## config.mk

```make
export PLATFORM = sky130hd
export DESIGN_NAME = proc_cmd_receiver
export DESIGN_NICKNAME = d
export VERILOG_FILES = /design/src/rtl/proc_cmd_receiver.sv
export SDC_FILE = /design/constraint.sdc
export NUM_CORES = 1
export LEC_CHECK = 0
export ABC_AREA = 1
export BUFFER_PORTS_ARGS = -buffer_cell sky130_fd_sc_hd__buf_4
export CAP_MARGIN = 20
export CORE_ASPECT_RATIO = 1.5
export CORE_UTILIZATION = 55
export DETAILED_ROUTE_END_ITERATION = 12
export PLACE_DENSITY = 0.8
export SYNTH_ARGS = -nofsm -noshare
export SYNTH_HDL_FRONTEND = slang
export SYNTH_SLANG_ARGS = --single-unit
export TNS_END_PERCENT = 20
```

## constraint.sdc

```tcl
create_clock -name i_clk -period 1.9 [get_ports i_clk]
set_input_delay 0.095 -clock i_clk [delete_from_list [all_inputs] [get_ports i_clk]]
set_output_delay 0.095 -clock i_clk [all_outputs]
set_load 0.01 [all_outputs]
```

## src/rtl/proc_cmd_receiver.sv

```systemverilog
// ----------------------------------------------------------------------------
// proc_cmd_receiver
//
// Per-processor front end downstream of the command issuer. Claims the
// processor on i_en, captures LD / LD / INFO (acking each instruction),
// streams `count` element operations into the SIMD datapath with a
// valid/ready handshake, waits for write-back drain, then holds o_finish
// until the issuer acknowledges it on i_vld.
//
// Ports
//   i_clk, i_rst      clock, synchronous active-high reset
//   i_en              issuer enable strobe (claims this processor)
//   i_vld             qualifies i_instr; also the finish acknowledge
//   i_instr           instruction {opcode[1:0], payload}
//   o_ack             one-cycle accept pulse per instruction
//   o_busy            processor claimed or working
//   o_finish          command complete, held until acknowledged
//   o_err             one-cycle pulse on a protocol violation
//   o_dp_vld/i_dp_rdy element handshake to the SIMD datapath
//   o_dp_addr0/1      element operand addresses
//   o_dp_wr_addr      element result address
//   o_dp_op           SIMD opcode, constant through EXEC
//   i_dp_done         all accepted elements written back
// ----------------------------------------------------------------------------
module proc_cmd_receiver #(
   parameter int ADDR_W  = 16,
   parameter int CNT_W   = 8,
   parameter int OP_W    = 4,
   parameter int INSTR_W = 2 + ADDR_W + OP_W + CNT_W
) (
   input  logic               i_clk,
   input  logic               i_rst,
   input  logic               i_en,
   input  logic               i_vld,
   input  logic [INSTR_W-1:0] i_instr,
   output logic               o_ack,
   output logic               o_busy,
   output logic               o_finish,
   output logic               o_err,
   output logic               o_dp_vld,
   input  logic               i_dp_rdy,
   output logic [ADDR_W-1:0]  o_dp_addr0,
   output logic [ADDR_W-1:0]  o_dp_addr1,
   output logic [ADDR_W-1:0]  o_dp_wr_addr,
   output logic [OP_W-1:0]    o_dp_op,
   input  logic               i_dp_done
);

   localparam logic [2:0] S_IDLE      = 3'd0;
   localparam logic [2:0] S_WAIT_LD1  = 3'd1;
   localparam logic [2:0] S_WAIT_LD2  = 3'd2;
   localparam logic [2:0] S_WAIT_INFO = 3'd3;
   localparam logic [2:0] S_EXEC      = 3'd4;
   localparam logic [2:0] S_DRAIN     = 3'd5;
   localparam logic [2:0] S_FINISH    = 3'd6;

   localparam logic [1:0] INSTR_LD   = 2'b01;
   localparam logic [1:0] INSTR_INFO = 2'b10;

   logic [2:0]        state_q, state_d;
   logic [CNT_W-1:0]  cnt_q, cnt_d;
   logic [ADDR_W-1:0] addr0_q, addr0_d;
   logic [ADDR_W-1:0] addr1_q, addr1_d;
   logic [ADDR_W-1:0] wr_q, wr_d;
   logic [OP_W-1:0]   op_q, op_d;
   logic              ack_q, ack_d;
   logic              err_q, err_d;
   logic              busy_q, busy_d;
   logic              fin_q, fin_d;
   logic              dpv_q, dpv_d;

   logic [1:0]        opc;
   logic [ADDR_W-1:0] pl_addr;
   logic [CNT_W-1:0]  pl_cnt;
   logic [OP_W-1:0]   pl_op;

   assign opc     = i_instr[INSTR_W-1 -: 2];
   assign pl_addr = i_instr[ADDR_W-1:0];
   assign pl_cnt  = i_instr[CNT_W+OP_W+ADDR_W-1 -: CNT_W];
   assign pl_op   = i_instr[OP_W+ADDR_W-1 -: OP_W];

   always_comb begin
      state_d = state_q;
      cnt_d   = cnt_q;
      addr0_d = addr0_q;
      addr1_d = addr1_q;
      wr_d    = wr_q;
      op_d    = op_q;
      ack_d   = 1'b0;
      err_d   = 1'b0;

      case (state_q)
         S_IDLE: begin
            // i_vld without i_en (or together with it) is dropped here
            if (i_en) state_d = S_WAIT_LD1;
         end
         S_WAIT_LD1: begin
            if (i_vld) begin
               ack_d = 1'b1;
               if (opc == INSTR_LD) begin
                  addr0_d = pl_addr;
                  state_d = S_WAIT_LD2;
               end else begin
                  err_d   = 1'b1;
                  state_d = S_IDLE;
               end
            end
         end
         S_WAIT_LD2: begin
            if (i_vld) begin
               ack_d = 1'b1;
               if (opc == INSTR_LD) begin
                  addr1_d = pl_addr;
                  state_d = S_WAIT_INFO;
               end else begin
                  err_d   = 1'b1;
                  state_d = S_IDLE;
               end
            end
         end
         S_WAIT_INFO: begin
            if (i_vld) begin
               ack_d = 1'b1;
               if (opc == INSTR_INFO) begin
                  cnt_d   = pl_cnt;
                  op_d    = pl_op;
                  wr_d    = pl_addr;
                  state_d = (pl_cnt == '0) ? S_FINISH : S_EXEC;
               end else begin
                  err_d   = 1'b1;
                  state_d = S_IDLE;
               end
            end
         end
         S_EXEC: begin
            // the working address registers drive o_dp_* directly, so the
            // first element presents exactly the captured values
            if (i_dp_rdy) begin
               addr0_d = addr0_q + ADDR_W'(1);
               addr1_d = addr1_q + ADDR_W'(1);
               wr_d    = wr_q + ADDR_W'(1);
               cnt_d   = cnt_q - CNT_W'(1);
               if (cnt_q == CNT_W'(1)) state_d = S_DRAIN;
            end
         end
         S_DRAIN: begin
            if (i_dp_done) state_d = S_FINISH;
         end
         S_FINISH: begin
            if (i_vld) state_d = S_IDLE;
         end
         default: state_d = S_IDLE;
      endcase

      // status outputs are registered views of the next state
      busy_d = (state_d != S_IDLE);
      fin_d  = (state_d == S_FINISH);
      dpv_d  = (state_d == S_EXEC);
   end

   always_ff @(posedge i_clk) begin
      if (i_rst) begin
         state_q <= S_IDLE;
         cnt_q   <= '0;
         addr0_q <= '0;
         addr1_q <= '0;
         wr_q    <= '0;
         op_q    <= '0;
         ack_q   <= 1'b0;
         err_q   <= 1'b0;
         busy_q  <= 1'b0;
         fin_q   <= 1'b0;
         dpv_q   <= 1'b0;
      end else begin
         state_q <= state_d;
         cnt_q   <= cnt_d;
         addr0_q <= addr0_d;
         addr1_q <= addr1_d;
         wr_q    <= wr_d;
         op_q    <= op_d;
         ack_q   <= ack_d;
         err_q   <= err_d;
         busy_q  <= busy_d;
         fin_q   <= fin_d;
         dpv_q   <= dpv_d;
      end
   end

   assign o_ack        = ack_q;
   assign o_err        = err_q;
   assign o_busy       = busy_q;
   assign o_finish     = fin_q;
   assign o_dp_vld     = dpv_q;
   assign o_dp_addr0   = addr0_q;
   assign o_dp_addr1   = addr1_q;
   assign o_dp_wr_addr = wr_q;
   assign o_dp_op      = op_q;

endmodule

```

# == Yosys cells after proc, flatten, opt, wreduce, memory -nomap -nowiden ==
# Index checks and enable logic that the tools add are counted.
# word_totals
regBits,68
inputBits,36
out_inout_bits,57
word_cells,80
# op_classes
add_sub_neg,4
eq_ne,18
muxes,33
bitwise,1
n_reduce_logical,13
# ops
op,count
$mux 16,7
$pmux 16 s2,3
$add 16x1->16 const B,3
$mux 3,9
$mux 8,3
$pmux 3 s7,1
$pmux 8 s2,1
$eq 3x3->1 const B,5
$ne 2x2->1 const B,7
$reduce_and 4->1,3
$eq 8x1->1 const B,1
$logic_not 8->1,1
$sub 8x1->8 const B,1
$eq 3x2->1 const B,2
$mux 2,3
$reduce_bool 2->1,3
$mux 1,5
$reduce_or 2->1,2
$eq 3x1->1 const B,1
$logic_not 3->1,1
$reduce_and 3->1,1
$reduce_bool 3->1,1
$reduce_or 3->1,1
$eq 2x1->1 const B,1
other kinds (3),3

# == Depth between registers and ports, before layout ==
# Gate-level depths: netlist of run 1.
# depth
depth_word,6
depth_mapped,12
mapped_depth_nobuf,10

# == Least setup slack after synthesis of run 1 ==
# OpenSTA, ideal clock, no wires.
# synth_path
path_kind,register to register
startpoint,register addr0_q[0] (netlist: o_dp_addr0[0])
endpoint,register addr0_q[8] (netlist: o_dp_addr0[8])
setup_time_ps,115
arrival_ps,1282
t_required_ps,1785
setup_slack_ps,503
path_stages_with_launch,8
path_buffers,0
period_less_slack_ps,1397
path_cell_list,dfxtp_1 -> ha_1 -> nand2_1 -> nor2_1 -> nand3_1 -> nor3b_1 -> nor2_1 -> nor2_1
# synth_via
elab_chain_cells,3
# synth_lines
item,line_no,source
"start, declared",62,"logic [ADDR_W-1:0] addr0_q, addr0_d;"
"start signal, assigned",177,addr0_q <= addr0_d;
$add 16x1->16,139,addr0_d = addr0_q + ADDR_W'(1);
$mux 16,138,if (i_dp_rdy) begin
$pmux 16 s2,92,case (state_q)
# Every way passes these cells. The select of a mux whose other input is x is not followed.
# A chain may end at the register's enable or synchronous reset.

# == Worst setup path after layout of run 1 ==
# layout_path
startpoint,register state_q[1]
endpoint,register addr0_q[11] (netlist: o_dp_addr0[11])
# layout_via
elab_chain_cells,3
word_cells_on_any_way,8
classes_between,eq/ne: 5; mux: 1; reduce/logical: 2
# layout_lines
item,line_no,source
"start, declared",60,"logic [2:0] state_q, state_d;"
"start signal, assigned",175,state_q <= state_d;
$eq 3x1->1 / $eq 3x3->1 (equally long branches),92,
$ne 2x2->1 (no line) / $reduce_bool 2->1 (equally long branches),--,
$reduce_and 4->1 (no line),--,
# Several ways; a longest one is shown, not always the timed one.

==> impl_metrics.tcl, run 1 <==
set metrics [dict create \
    n_fill_cell 700 \
    drive_gt1_share_pct 16.8 \
    ys_warn_count 0 \
    antenna_found_initial 0 \
    max_slew_margin_pct 55.0 \
    max_freq_mhz 582 \
    hold_depth 3 \
    dpl.hpwl_um 9290 \
    synthArstFlopShare_pct 0 \
    fin_util_pct 70.9 \
    grt_max_degree 31 \
    rows 39 \
    avgSynthCellArea_um2 5.92 \
    rsz0062_at_grt "no" \
    ff2ff_setup_slack_ns 0.18 \
    synth_nets 781 \
    hp-start "i_instr[16]" \
    status "finished clean" \
    yosysSeqAreaShare_pct 31.1 \
    critPathMaxFanout 14 \
    worst_slew_pin_slew_ns 0.669 \
    final_area_um2 5430 \
    wl_per_cell_um 13.5 \
    r2r_end "o_dp_addr0[11]$_SDFFE_PP0P_" \
    syn_inst 740 \
    post-route-min-period_ns 1.72 \
    synth_area_leader_cell "dfxtp_1" \
    cp.arrival_ns 1.98 \
    finalNonFillerCells 933 \
    clk_path_buf_depth 2 \
    r2r_cells 8 \
    power.leakage_nw 2.52 \
    final_hold_viol_count 0 \
    cp-start-kind "register" \
    ys.flop_type "dfxtp_1" \
    num_vias 5046 \
    hp-class "input port to register" \
    area_delta_synth_final_pct 23.9 \
    diodes 0 \
    yosys-top-cells-area "dfxtp_1, nand2_1, nor2_1, o21ai_0, nand3_1" \
    die_h_um 111 \
    vias_per_cell 5.41 \
    cts-root-buf "clkbuf_16" \
    ctsHoldBuffers 0 \
    drt_wl_total_um 12600 \
    io_pins 93 \
    dieArea_um2 8330 \
    fin_nets 867 \
    synth_edf_count 0 \
    crit_type "register to register" \
    cts_tree "done" \
    yosys-top-cells-count "nand2_1, nor2_1, dfxtp_1, o21ai_0, inv_1" \
    grtUsageTotal_pct 32.2 \
    drv_slew 0 \
    tns_ns 0 \
    gp_congestion 0.894 \
    reg2reg_from "state_q[1]$_SDFF_PP0_" \
    grt_pass1_wl_um 21100 \
    dp.cells 917 \
    die_w_um 74.9 \
    synth-seq-cells 68 \
    postCtsSetupRepairBufs 0 \
    drtIter0Drc 407 \
    yosysTopAreaCellShare_pct 31.1 \
    setup_ws_ns 0.183 \
    finClkSkew_ns 0.00503 \
    holdPathEnd "o_dp_op[0]$_SDFFE_PP0P_" \
    core_region_area_um2 7660 \
    worstSkewPairLatency_ns 0.33 \
    timing.hold.ws_ns 0.0309 \
    ctsResizeCount 0 \
    first_global_vias 4766 \
    final-setup-viol-count 0 \
    cp-end-kind "register" \
    syn_area_um2 4380 \
    drc 0 \
    cts.sinks 68 \
    antenna_left 0 \
    synthMostInstantiatedCell "nand2_1" \
    pre_cts_ws_ns 0.165 \
    period_share_pct 90.4 \
    maxCapViolations 0 \
    first_pass_iters 5 \
    portBuffers 92 \
    grt_overflow_total 0 \
    place_area_um2 5130 \
    powerDensity_nw_per_um2 616 \
    htree_levels 3 \
    initial_utilization_pct 57.2 \
    worstPathRequired_ns 2.16 \
    worst_ir_drop_vdd_uv 491 \
    cts-buffers-inserted 9 \
    ys_types 33 \
    power_mw 3.35 \
    path_clk_slew_ns 0.05 \
]
-- critical path, cell delays in order (launching register included) --
cell and delay, ns:
dfxtp_1 0.40, nor2_2 0.26, nand2_4 0.17, nand2_1 0.12, nand3_2 0.21, buf_4 0.26
nand2_1 0.07, nand2_1 0.05, a21oi_1 0.11
-- logic make-up (layout without fill, tap and decap cells) --
kind of cell	count (synthesis)	in the layout	share of synthesized area [%]
AOI/OAI and AO/OA	126	126	15.1
xor gates and xnor gates	5	5	0.999
adders and majority gates	5	5	1.43
buffers and inverters	96	187	9.82
DFF	68	68	31.1
and+or+nand+nor	440	440	41.6
-- power by group --
group          switching, mW  leakage, nW  internal, mW
registers             0.0307        0.550          1.45
clock network          0.590        0.140         0.989
logic                  0.163         1.83         0.124
total                  0.784         2.52          2.56
-- routing by layer --
layer	vias to the layer above	part of all wire (%)	global-route usage, %
met5	-	0	0
met4	0	3.7	16.1
met3	40	4.6	6.00
met2	158	51	54.7
met1	2308	41	37.3
li1	2540	-	-
-- state kept, by name (all words and copies together), names as in the netlist --
signal and cells:
o_dp_addr1 16, o_finish 1, o_err 1, state_q 3, o_dp_wr_addr 16, o_ack 1
o_dp_vld 1, cnt_q 8, o_dp_op 4, o_busy 1, o_dp_addr0 16
-- layout make-up --
type	instances	area [um2]	area share, %
Multi-Input combinational cell	576	2600	47.9
Sequential cell	68	1360	25.1
Timing Repair Buffer	103	798	14.7
Clock buffer	15	278	5.12
Inverter	68	255	4.70
Tap cell	102	128	2.35
Clock inverter	1	5.00	0.0922
-- how the worst max path moves through the flow --
stage / startpoint / to / slack [ns]
2_1_floorplan: o_dp_addr0[0]$_SDFFE_PP0P_ / o_dp_addr0[8]$_SDFFE_PP0P_ / 0.50
3_3_place_gp: state_q[1]$_SDFF_PP0_ / o_dp_addr1[8]$_SDFFE_PP0P_ / 0.24
3_5_place_dp: state_q[1]$_SDFF_PP0_ / o_dp_addr0[11]$_SDFFE_PP0P_ / 0.17
4_1_cts: state_q[1]$_SDFF_PP0_ / o_dp_addr0[11]$_SDFFE_PP0P_ / 0.15
5_1_grt: state_q[1]$_SDFF_PP0_ / o_dp_addr0[7]$_SDFFE_PP0P_ / 0.03
6_report: state_q[1]$_SDFF_PP0_ / o_dp_addr0[11]$_SDFFE_PP0P_ / 0.18
-- placed cells by master, fill, tap and decap left out, types with 2 or more instances in the layout --
| master | count |
|---|---|
| nand2_1 | 205 |
| nor2_1 | 152 |
| buf_4 | 101 |
| o21ai_0 | 68 |
| dfxtp_1 | 66 |
| inv_1 | 65 |
| nand3_1 | 50 |
| a21oi_1 | 46 |
| nand4_1 | 9 |
| clkbuf_16 | 9 |
| nand2_2 | 5 |
| xor2_1 | 5 |
| ha_1 | 5 |
| nor3_1 | 4 |
| o21bai_1 | 4 |
| inv_2 | 3 |
| or2_2 | 3 |
| o21ai_1 | 3 |
| clkbuf_1 | 3 |
| clkbuf_8 | 3 |
| nor2_2 | 2 |
| nand2_4 | 2 |
| a21oi_2 | 2 |
| nand3b_1 | 2 |
| buf_12 | 2 |
| dfxtp_2 | 2 |
Note: power is estimated with default switching activity, not from simulation.
==> run 2: changes to the inputs <==
--- a/config.mk
+++ b/config.mk
@@ -10,6 +10,7 @@
 export CAP_MARGIN = 20
 export CORE_ASPECT_RATIO = 1.5
 export CORE_UTILIZATION = 55
+export CTS_BUF_LIST = sky130_fd_sc_hd__clkbuf_8
 export DETAILED_ROUTE_END_ITERATION = 12
 export PLACE_DENSITY = 0.8
 export SYNTH_ARGS = -nofsm -noshare
==> impl_metrics.tcl, run 2 (synthesized netlist as in run 1, its figures left out) <==
set metrics [dict create \
    gp_congestion 0.894 \
    setup_ws_ns 0.168 \
    dieArea_um2 8330 \
    final_area_um2 5330 \
    seqCellArea_um2 1360 \
    wl_per_cell_um 13.3 \
    cp-end-kind "register" \
    worst_ir_drop_vdd_uv 449 \
    initial_utilization_pct 57.2 \
    diodes 0 \
    drt_wl_total_um 12400 \
    p_int_mw 2.14 \
    combPwrFrac_pct 10.0 \
    worst_slew_pin_slew_ns 0.625 \
    ctsHoldBuffers 0 \
    num_vias 5040 \
    io_pins 93 \
    first_pass_iters 5 \
    maxCapViolations 0 \
    antenna_found_initial 0 \
    swShare_pct 25.5 \
    hp-class "input port to register" \
    max_slew_margin_pct 58.0 \
    cp-start-kind "register" \
    final-setup-viol-count 0 \
    cts-root-buf "clkbuf_8" \
    rsz0062_at_grt "no" \
    area_delta_synth_final_pct 21.6 \
    powerDensity_nw_per_um2 538 \
    grt_pass1_wl_um 20700 \
    final_hold_viol_count 0 \
    drtIter0Drc 365 \
    grt_overflow_total 0 \
    vias_per_cell 5.40 \
    place_area_um2 5130 \
    period_share_pct 91.2 \
    p_switching_uw 730 \
    timing.hold.ws_ns 0.00969 \
    pre_cts_ws_ns 0.165 \
    fin_util_pct 69.6 \
    cts-buffers-inserted 9 \
    drive_gt1_share_pct 16.8 \
    crit_type "register to register" \
    n_fill_cell 711 \
    drc 0 \
    worstPathRequired_ns 2.14 \
    core_region_area_um2 7660 \
    rows 39 \
    first_global_vias 4739 \
    tns_ns 0 \
    cts.sinks 68 \
    final_common_cell "nand2_1" \
    finClkSkew_ns 0.00920 \
    status "finished clean" \
    die_w_um 74.9 \
    critPathMaxFanout 14 \
    power.leakage_nw 2.49 \
    dpl.hpwl_um 9290 \
    antenna_left 0 \
    fin_nets 867 \
    grt_max_degree 31 \
    reg2reg_from "state_q[1]$_SDFF_PP0_" \
    clkPwrFrac_pct 38.5 \
    hp-start "i_instr[17]" \
    mostFrequentLayoutCells "nand2_1, nor2_1, buf_4" \
    clk_path_buf_depth 2 \
    post-route-min-period_ns 1.73 \
    drv_slew 0 \
    worstSkewPairLatency_ns 0.35 \
    htree_levels 3 \
    max_freq_mhz 577 \
    grtUsageTotal_pct 31.6 \
    power_frac_seq_pct 51.6 \
    portBuffers 92 \
    cp.arrival_ns 1.98 \
    multi_input_area_um2 2600 \
    startpoint "state_q[1]$_SDFF_PP0_" \
    die_h_um 111 \
    cts_tree "done" \
    path_clk_slew_ns 0.07 \
]
-- run 2: changes by cell type in the layout (fill, tap and decap cells not counted) --
cell / previous run / this run
clkbuf_16: 9 / 0
inv_1: 65 / 68
clkbuf_1: 3 / 0
clkbuf_8: 3 / 12
-- run 2: power groups by stage --
stage	sequential [mW]	combinational, mW	clock [mW]
floorplan	1.51	0.143	0
finish	1.48	0.286	1.10
global route	1.48	0.319	1.18
detailed placement	1.51	0.283	0
global placement	1.51	0.277	0
CTS	1.48	0.284	1.12
-- run 2: area by class of cell --
type | count | share of cell area [%]
clock buffer | 12 | 3.10
multi-input combinational | 576 | 48.8
clock inverter | 4 | 0.305
timing repair buffer | 103 | 15.0
sequential | 68 | 25.6
inverter | 68 | 4.79
tap | 102 | 2.39
-- run 2: stage by stage --
| stage | std cells | power [mW] |
|---|---|---|
| after CTS | 933 | 2.88 |
| after global routing | 933 | 2.98 |
| after detailed placement | 917 | 1.79 |
| after global placement | 917 | 1.79 |
| after floorplan | 740 | 1.65 |
| final | 933 | 2.87 |
-- run 2: path summary, 6_finish.rpt --
kind | endpoint | slack (ns) | depth (start not counted)
max | o_dp_addr0[7]$_SDFFE_PP0P_ | 0.17 | 9
min | o_dp_op[1]$_SDFFE_PP0P_ | 0.01 | 3
max reg2reg | o_dp_addr0[7]$_SDFFE_PP0P_ | 0.17 | 9
min reg2reg | o_dp_op[0]$_SDFFE_PP0P_ | 0.50 | 2
-- run 2: timing repair --
action / CTS / global route
endpoints found under the setup margin: 0 / 5
resized for setup: 0 / 4
buffers inserted: 0 / 0
-- run 2: layer usage --
layer,vias to the layer above,routed length [um],GRT usage [%]
met3,35,620,4.00
met5,-,0,0
met1,2292,5060,37.3
li1,2535,-,-
met4,0,506,19.4
met2,178,6220,52.6
-- run 2: worst max-delay path: stages, from the launching register on --
cell and delay, ns:
dfxtp_1 0.50, inv_2 0.10, nand2_2 0.12, nor2_8 0.08, nand2_4 0.09, nand2_1 0.06, a21oi_2 0.37, nand2_1 0.12
nor2_1 0.12, nor2_1 0.05
